## config.mk

```make
export PLATFORM = sky130hd
export DESIGN_NAME = video_swap_ctrl
export DESIGN_NICKNAME = d
export VERILOG_FILES = /design/src/rtl/video_pkg.sv /design/src/rtl/video_rr_arb.sv /design/src/rtl/video_swap_ctrl.sv
export SDC_FILE = /design/constraint.sdc
export NUM_CORES = 1
export LEC_CHECK = 0
export ABC_CLOCK_PERIOD_IN_PS = 2850
export CAP_MARGIN = 15
export CORE_ASPECT_RATIO = 1.75
export CORE_MARGIN = 10
export CORE_UTILIZATION = 43
export CTS_CLUSTER_DIAMETER = 30
export DETAILED_ROUTE_END_ITERATION = 7
export PLACE_DENSITY_LB_ADDON = 0.1
export SYNTH_ARGS = -nofsm -noshare
export SYNTH_HDL_FRONTEND = slang
export SYNTH_SLANG_ARGS = --single-unit
```

## constraint.sdc

```tcl
create_clock -name clk -period 2.85 [get_ports clk]
set_clock_uncertainty 0.2 [all_clocks]
set_input_delay 0.4275 -clock clk [delete_from_list [all_inputs] [get_ports clk]]
set_output_delay 0.4275 -clock clk [all_outputs]
set_load 0.01 [all_outputs]
```

## src/rtl/video_pkg.sv

```systemverilog
// Shared types and constants for the video framebuffer swap controller.
package video_pkg;

    typedef enum logic [1:0] {
        S_IDLE,
        S_WAIT_SYNC,
        S_COMMIT
    } state_t;

    localparam logic [3:0] COMMIT_ADDR = 4'b1000;

    typedef logic master_idx_t;

endpackage

```

## src/rtl/video_rr_arb.sv

```systemverilog
// Two-way round-robin arbiter: on a tie the master not granted last wins;
// the last-grant record only moves when the granted transfer is taken.
module video_rr_arb
    import video_pkg::*;
(
    input  logic        clk,
    input  logic        rst_n,
    input  logic [1:0]  req_i,
    input  logic        advance_i,
    output logic [1:0]  grant_o,
    output master_idx_t last_o
);

    master_idx_t last_q, last_d;

    always_comb begin
        grant_o = req_i;
        if (req_i == 2'b11) begin
            grant_o = last_q ? 2'b01 : 2'b10;
        end
    end

    always_comb begin
        last_d = last_q;
        if (advance_i) begin
            last_d = grant_o[1];
        end
    end

    // m1 recorded as last so m0 wins the first tie after reset
    always_ff @(posedge clk or negedge rst_n) begin
        if (!rst_n) begin
            last_q <= 1'b1;
        end else begin
            last_q <= last_d;
        end
    end

    assign last_o = last_q;

endmodule

```

## src/rtl/video_swap_ctrl.sv

```systemverilog
// Bus-side controller: arbitrates CPU/DMA writes onto the video port and defers
// commits to the next frame boundary. Optional forced commit: VIDEO_SWAP_TIMEOUT_EN.
module video_swap_ctrl
    import video_pkg::*;
#(
    parameter int DATA_W       = 32,
    parameter int NUM_WORDS    = 8,
    parameter int SYNC_TIMEOUT = 1024
) (
    input  logic              clk,
    input  logic              rst_n,
    input  logic              m0_valid,
    output logic              m0_ready,
    input  logic [3:0]        m0_addr,
    input  logic [DATA_W-1:0] m0_data,
    input  logic              m1_valid,
    output logic              m1_ready,
    input  logic [3:0]        m1_addr,
    input  logic [DATA_W-1:0] m1_data,
    input  logic              frame_sync,
    output logic              vid_we,
    output logic [3:0]        vid_addr,
    output logic [DATA_W-1:0] vid_data,
    output logic              busy,
    output logic [7:0]        commit_cnt,
    output logic              timeout_flag
);

    localparam int AW = $clog2(NUM_WORDS);

    state_t            state_q, state_d;
    logic              vid_we_q, vid_we_d;
    logic [3:0]        vid_addr_q, vid_addr_d;
    logic [DATA_W-1:0] vid_data_q, vid_data_d;
    logic [7:0]        cnt_q, cnt_d;
    logic [1:0]        grant;
    master_idx_t       last_grant;
    logic              xfer;
    logic              tmo_hit;
    logic [3:0]        sel_addr;
    logic [DATA_W-1:0] sel_data;

    video_rr_arb u_arb (
        .clk      (clk),
        .rst_n    (rst_n),
        .req_i    ({m1_valid, m0_valid}),
        .advance_i(xfer),
        .grant_o  (grant),
        .last_o   (last_grant)
    );

    assign m0_ready = (state_q == S_IDLE) && grant[0];
    assign m1_ready = (state_q == S_IDLE) && grant[1];
    assign xfer     = (m0_valid && m0_ready) || (m1_valid && m1_ready);
    assign sel_addr = grant[1] ? m1_addr : m0_addr;
    assign sel_data = grant[1] ? m1_data : m0_data;

`ifdef VIDEO_SWAP_TIMEOUT_EN
    localparam int TMO_W = (SYNC_TIMEOUT > 1) ? $clog2(SYNC_TIMEOUT) : 1;

    logic [TMO_W-1:0] tmo_q, tmo_d;
    logic             flag_q, flag_d;

    assign tmo_hit = (tmo_q == TMO_W'(SYNC_TIMEOUT - 1));

    // Counter is held at zero outside WAIT_SYNC, so it starts cleared on entry
    always_comb begin
        tmo_d  = '0;
        flag_d = flag_q;
        if (state_q == S_WAIT_SYNC) begin
            tmo_d = tmo_q + 1'b1;
            if (tmo_hit && !frame_sync) begin
                flag_d = 1'b1;
            end
        end
    end

    always_ff @(posedge clk or negedge rst_n) begin
        if (!rst_n) begin
            tmo_q  <= '0;
            flag_q <= 1'b0;
        end else begin
            tmo_q  <= tmo_d;
            flag_q <= flag_d;
        end
    end

    assign timeout_flag = flag_q;
`else
    assign tmo_hit      = 1'b0;
    assign timeout_flag = 1'b0;
`endif

    always_comb begin
        state_d    = state_q;
        vid_we_d   = 1'b0;
        vid_addr_d = vid_addr_q;
        vid_data_d = vid_data_q;
        cnt_d      = cnt_q;
        case (state_q)
            S_IDLE: begin
                if (xfer) begin
                    if (sel_addr[3]) begin
                        state_d = S_WAIT_SYNC;
                    end else begin
                        vid_we_d   = 1'b1;
                        vid_addr_d = 4'(sel_addr[AW-1:0]);
                        vid_data_d = sel_data;
                    end
                end
            end
            S_WAIT_SYNC: begin
                if (frame_sync || tmo_hit) begin
                    state_d    = S_COMMIT;
                    vid_we_d   = 1'b1;
                    vid_addr_d = COMMIT_ADDR;
                    vid_data_d = '0;
                    cnt_d      = cnt_q + 8'd1;
                end
            end
            S_COMMIT: state_d = S_IDLE;
            default:  state_d = S_IDLE;
        endcase
    end

    always_ff @(posedge clk or negedge rst_n) begin
        if (!rst_n) begin
            state_q    <= S_IDLE;
            vid_we_q   <= 1'b0;
            vid_addr_q <= '0;
            vid_data_q <= '0;
            cnt_q      <= '0;
        end else begin
            state_q    <= state_d;
            vid_we_q   <= vid_we_d;
            vid_addr_q <= vid_addr_d;
            vid_data_q <= vid_data_d;
            cnt_q      <= cnt_d;
        end
    end

    assign vid_we     = vid_we_q;
    assign vid_addr   = vid_addr_q;
    assign vid_data   = vid_data_q;
    assign busy       = (state_q != S_IDLE);
    assign commit_cnt = cnt_q;

endmodule

```

==> results of run 1 <==
[registers in the layout, indices dropped and copies added, names as in the netlist]
name and count:
vid_addr 4, vid_we 1, vid_data 32, commit_cnt 8, u_arb.last_o 1, state_q 2
[cell type report]
cell class              count  area [um2]
multi-input cells         179        1147
clock inverters             3       18.77
repair buffers            134        1339
inverters                   2       7.507
fillers                   493        1707
well taps                  76       95.09
flip-flops and latches     48        1202
clock buffers               5       68.82
[path summary, 6_finish.rpt]
| check | to | start | cells past startpoint | slack [ps] |
|---|---|---|---|---|
| worst max-delay path | m1_ready | m0_valid | 5 | 390 |
| worst min-delay path | commit_cnt[7] | commit_cnt[7] | 1 | 280 |
| worst max register to register | vid_data[3] | u_arb.last_o | 4 | 740 |
| worst min register to register | commit_cnt[7] | commit_cnt[7] | 1 | 280 |
| max in group asynchronous | u_arb.last_o | rst_n | 3 | 1720 |
| min in group asynchronous | vid_data[19] | rst_n | 3 | 450 |
[layer usage]
| layer | vias to the layer above | global-route usage (%) | wire length [um] |
|---|---|---|---|
| met5 | - | 0 | 0 |
| met4 | 0 | 5.734 | 135 |
| met3 | 8 | 4.674 | 441 |
| met2 | 76 | 29.25 | 4202 |
| met1 | 1157 | 19.41 | 3390 |
| li1 | 1134 | - | - |
[Yosys cell counts (all sizes together) (2+ instances only)]
master | n | area, um2
dfrtp | 47 | 1176
nand2 | 42 | 157.7
a22oi | 35 | 367.9
o21ai | 35 | 175.2
or3 | 35 | 219.0
clkbuf | 13 | 48.80
buf | 9 | 72.57
xnor2 | 6 | 52.55
nand3 | 4 | 20.02
nor2 | 4 | 17.52
a21oi | 3 | 18.77
and3 | 2 | 12.51
inv | 2 | 7.510
nand4 | 2 | 12.51
[critical path: stages]
cell and delay (ps):
clkdlybuf4s50_1 520, nand2_1 120, nand2_1 100, nor2_1 110, clkdlybuf4s50_1 550
[repair_timing]
item,4_1_cts,5_1_grt
hold endpoints to repair,47,0
hold buffers,1,0
gates resized for setup,0,0
[stage by stage]
stage               worst slack, ps  util, %
global placement              340.6    67.70
detailed placement            252.7    67.70
floorplan                      1121        -
global route                  305.0    69.44
CTS                           378.0    69.44
finish                        388.7    69.44
[where the power goes]
part	internal (mW)	switching (mW)	leakage (nW)
Combinational	0.990	0.879	1.01
Clock	0.171	0.229	0.0479
Sequential	1.01	0.210	0.583
Total	2.17	1.32	1.64
[logic make-up after synthesis]
family / count (synthesis)
AOI/OAI and AO/OA: 78
xor gates and xnor gates: 7
adders and majority gates: 1
buffers and inverters: 24
DFF: 48
other: 1
and+or+nand+nor: 92
==> reports/metrics.cfg, run 1 <==
[place]
place_inst = 438
port_buffers = 124
place_area_mm2 = 0.003781
gp_congestion = 0.7571
hpwlAfterDp_mm = 5.990

[logic_synthesis]
synth.distinct_cells = 32
yosys.area_share.simple_pct = 18.57
synthMuxAreaShare_pct = 0
ys_ff_latch = 48
syn_nets = 329
synthCells = 251
async_flop_share_pct = 100.0
synth_edf_count = 0
yosysWarnings = 0
syn-cell-area_mm2 = 0.002472
dominantRegCellSynth = dfrtp_1
avgSynthCellArea_um2 = 9.850
synth_top_family_by_area = compound AO/OA/AOI/OAI gates
synth-xor-area-share_pct = 2.480
synth_compound_area_share_pct = 24.44
ys_seq_area_share_pct = 48.63
synth_adder_area_share_pct = 0.5061

[grt]
grt_pass1_wl_mm = 12.92
grt_max_degree = 49
grt-ovfl-total = 0
grtUsageTotal_pct = 16.87
antenna_found_initial = 0
grt_pass1_vias = 2512

[timing]
slew_headroom_pct = 40.66
tightest_slew_ps = 890.1
drv_slew = 0
rsz0062_at_grt = no
whs_ps = 281.6
finalSetupViolCount = 0
fin_crit_sh_pct = 86.36
tns_ps = 0
hold_viol = 0
min_period_ps = 2461
fmax_ghz = 0.4063

[power]
p_leak_nw = 1.643
fin_total_pwr_mw = 3.491
power_density_mw_per_mm2 = 900.0
peakVddDrop_v = 0.0005850

[routing]
num_vias = 2375
remaining_drc_errors = 0
dr.pass1.iters = 4
postRouteAntennaNets = 0
drtIter0Drc = 126
wl_mm = 8.169
wl_per_cell_um = 18.28
viasPerCell = 5.313

[setup_path]
required_ps = 2220
worstSetupPathType = input port to output port
arrival_ps = 1830
setup.worst_path.end_class = output port
path_max_fanout = 6
crit_path_start_kind = input port

[die]
rows = 36
start_util_pct = 44.27
io-pin-count = 126
dieHeight_um = 120.3
die_x_um = 77.32
core_area_mm2 = 0.005585
die_area_mm2 = 0.009302

[clock_tree]
clk_latency_ps = 300
clk_pin_slew_ps = 90
cts.sink_count = 48
cts_tree = yes
cts_htree_levels = 2
cts.path.max_buffers = 2
post_cts_buffers = 0
root_buffer = clkbuf_8
cts_buffers = 5

[final_layout]
fin_cells = 447
final_common_cell = clkdlybuf4s50_1
drive_above_1_share_pct = 11.86
area_growth_pct = 56.88
fin_nets = 448
final_cell_mix = clkdlybuf4s50_1 (123), dfrtp_1 (47), nand2_1 (42), or3_1 (35), o21ai_0 (34)
stdcell_area_mm2 = 0.003879
diodes = 0

[hold_path]
hold_path_class = flip-flop to flip-flop

[flow_run]
drv_cap = 0

[outcome]
status = completed

No activity file was read; power rests on OpenSTA's default activity.
==> run 2, diff against run 1 <==
Settings changed: PLACE_DENSITY set to 0.86, PLACE_DENSITY_LB_ADDON 0.1 to not set.
==> run 2 against run 1 <==
Against the previous run:
- non-clock buffer count is 3 lower
- critical path depth stayed put
- clock power is 2% higher
- final cell count is 0.67% lower
- wire length is 1.5% lower
- power is 0.90% lower
- via count is 2.4% lower
- die area stayed put
- sequential share of layout area is 0.33 points higher
- setup slack better by 50 ps
- hold slack worse by 25 ps
- critical endpoint unchanged
- largest cell class unchanged
- largest power group unchanged
==> reports/metrics.cfg, run 2 (synthesis results as in run 1) <==
[timing]
min_period_ps = 2411  ; -49.87 ps
tns_ps = 0  ; unchanged
slew_headroom_pct = 32.30  ; -8.4 points
rsz0062_at_grt = no
fmax_ghz = 0.4147  ; +2.1%
finalSetupViolCount = 0  ; unchanged
hold_viol = 0  ; unchanged
tightest_slew_ps = 1013  ; +122.9 ps
drv_slew = 0  ; unchanged
fin_crit_sh_pct = 84.61  ; -1.7 points

[power]
fin_total_pwr_mw = 3.459  ; -0.90%
peakVddDrop_v = 0.0006404  ; +9.5%
power_density_mw_per_mm2 = 901.5  ; +0.17%
p_leak_nw = 1.617  ; -1.6%

[final_layout]
final_common_cell = clkdlybuf4s50_1
n_fill_cell = 476  ; -3.4%
area_growth_pct = 55.21
final_cell_mix = clkdlybuf4s50_1 (123), dfrtp_1 (47), nand2_1 (42), or3_1 (35), o21ai_0 (34)
fin_nets = 445  ; -0.67%
diodes = 0  ; unchanged
final_util_pct = 68.71  ; -0.74 points
stdcell_area_mm2 = 0.003837  ; -1.1%
drive_above_1_share_pct = 10.87  ; -0.99 points
largest_reg_flops = 32  ; unchanged

[setup_path]
arrival_ps = 1780  ; -50 ps
path_max_fanout = 6  ; unchanged
rrSetupSlack_ps = 640  ; -100 ps
worstPathBufferInverterCount = 2  ; unchanged
crit_chain = clkdlybuf4s50_1, nand2_1, nand2_1, nor2_1, clkdlybuf4s50_1
critPathTopFamily = buffers and inverters
required_ps = 2220  ; about the same
setup.worst_path.end_class = output port
max_stage_delay_ps = 540  ; about the same
cp_slowest_cell = clkdlybuf4s50_1
crit_path_start_kind = input port
worstSetupPathType = input port to output port

[die]
start_util_pct = 44.27  ; unchanged
die_area_mm2 = 0.009302  ; unchanged
die_x_um = 77.32  ; unchanged
rows = 36  ; unchanged
dieHeight_um = 120.3  ; unchanged
core_area_mm2 = 0.005585  ; unchanged
io-pin-count = 126  ; unchanged

[place]
hpwlAfterDp_mm = 6.218  ; +3.8%
gp_congestion = 0.7401  ; -2.2%
place_area_mm2 = 0.003734  ; -1.3%
port_buffers = 124  ; unchanged

[flow_run]
drv_cap = 0  ; unchanged

[grt]
grt-ovfl-total = 0  ; unchanged
antenna_found_initial = 0  ; unchanged
use_met3_pct = 3.858  ; -0.82 points
met1_usage_pct = 18.07  ; -1.3 points
grt.met2_usage_pct = 32.20  ; +2.9 points
grt_pass1_vias = 2546  ; +1.4%
grt_max_degree = 38  ; -22%
grtUsageTotal_pct = 17.02  ; +0.15 points
top_usage_layer = met2
grt_pass1_wl_mm = 13.09  ; +1.3%

[routing]
drtIter0Drc = 142  ; +13%
dr.pass1.iters = 4  ; unchanged
postRouteAntennaNets = 0  ; unchanged
wl_per_cell_um = 18.12  ; -0.85%
wl_mm = 8.045  ; -1.5%
remaining_drc_errors = 0  ; unchanged
num_vias = 2319  ; -2.4%
viasPerCell = 5.223  ; -1.7%

[clock_tree]
root_buffer = clkbuf_8
cts.path.max_buffers = 2  ; unchanged
cts.sink_count = 48  ; unchanged
clk_pin_slew_ps = 80  ; about the same
cts_tree = yes
cts_resized = 0  ; unchanged
cts_htree_levels = 2  ; unchanged
post_cts_buffers = 0  ; unchanged
cts_buffers = 5  ; unchanged
clk_latency_ps = 280  ; -20 ps

[outcome]
status = completed

[hold_path]
hold_path_class = flip-flop to flip-flop

## run 2: cell count changes in the layout (fill, tap and decap cells not counted), sizes merged
cell	before	now
clkbuf	5	7
buf	10	7
clkinv	3	0
clkinvlp	0	1
## run 2: worst register-to-register path: stages, from the launching register on
cell     delay (ps)
dfrtp_1         410
nor2_1          230
inv_1           170
nor2_4          810
a22oi_1         230
## run 2: cell type report
class / count / area [um2] / area share [%]
repair buffers: 131 / 1291 / 33.65
flip-flops and latches: 48 / 1202 / 31.33
multi-input cells: 179 / 1147 / 29.90
well taps: 76 / 95.09 / 2.478
clock buffers: 7 / 86.33 / 2.250
clock inverters: 1 / 7.507 / 0.1956
inverters: 2 / 7.507 / 0.1956
## run 2: layer usage
metal / vias up / routed length, um
li1: 1125 / -
met1: 1116 / 2962
met2: 72 / 4566
met3: 6 / 406
met4: 0 / 110
met5: - / 0
## run 2: worst paths after layout
kind / startpoint / endpoint / cells past startpoint
min: state_q[1] / state_q[0] / 1
max: m0_valid / m1_ready / 5
max reg2reg: state_q[0] / vid_data[7] / 4
max in group asynchronous: rst_n / vid_data[14] / 3
min reg2reg: state_q[1] / state_q[0] / 1
min in group asynchronous: rst_n / vid_data[16] / 2
## run 2: report_power, final
part | internal [mW] | switching (mW) | leakage [nW]
clock network | 0.197 | 0.211 | 0.0445
registers | 1.01 | 0.199 | 0.583
logic | 0.959 | 0.881 | 0.990
total | 2.17 | 1.29 | 1.62
## run 2: repair_timing
| action | CTS | global route |
|---|---|---|
| hold endpoints to repair | 21 | 0 |
| hold buffers | 1 | 0 |
| setup endpoints to repair | 0 | 0 |
## run 2: metrics by stage
stage / worst slack [ps] / hold WS (ps) / cells
after global placement: 310.2 / 219.6 / 435
after CTS: 435.2 / 259.7 / 444
final: 438.6 / 256.3 / 444
after floorplan: 1121 / -68.09 / 251
after global routing: 317.2 / 284.8 / 444
after detailed placement: 216.0 / 235.4 / 435
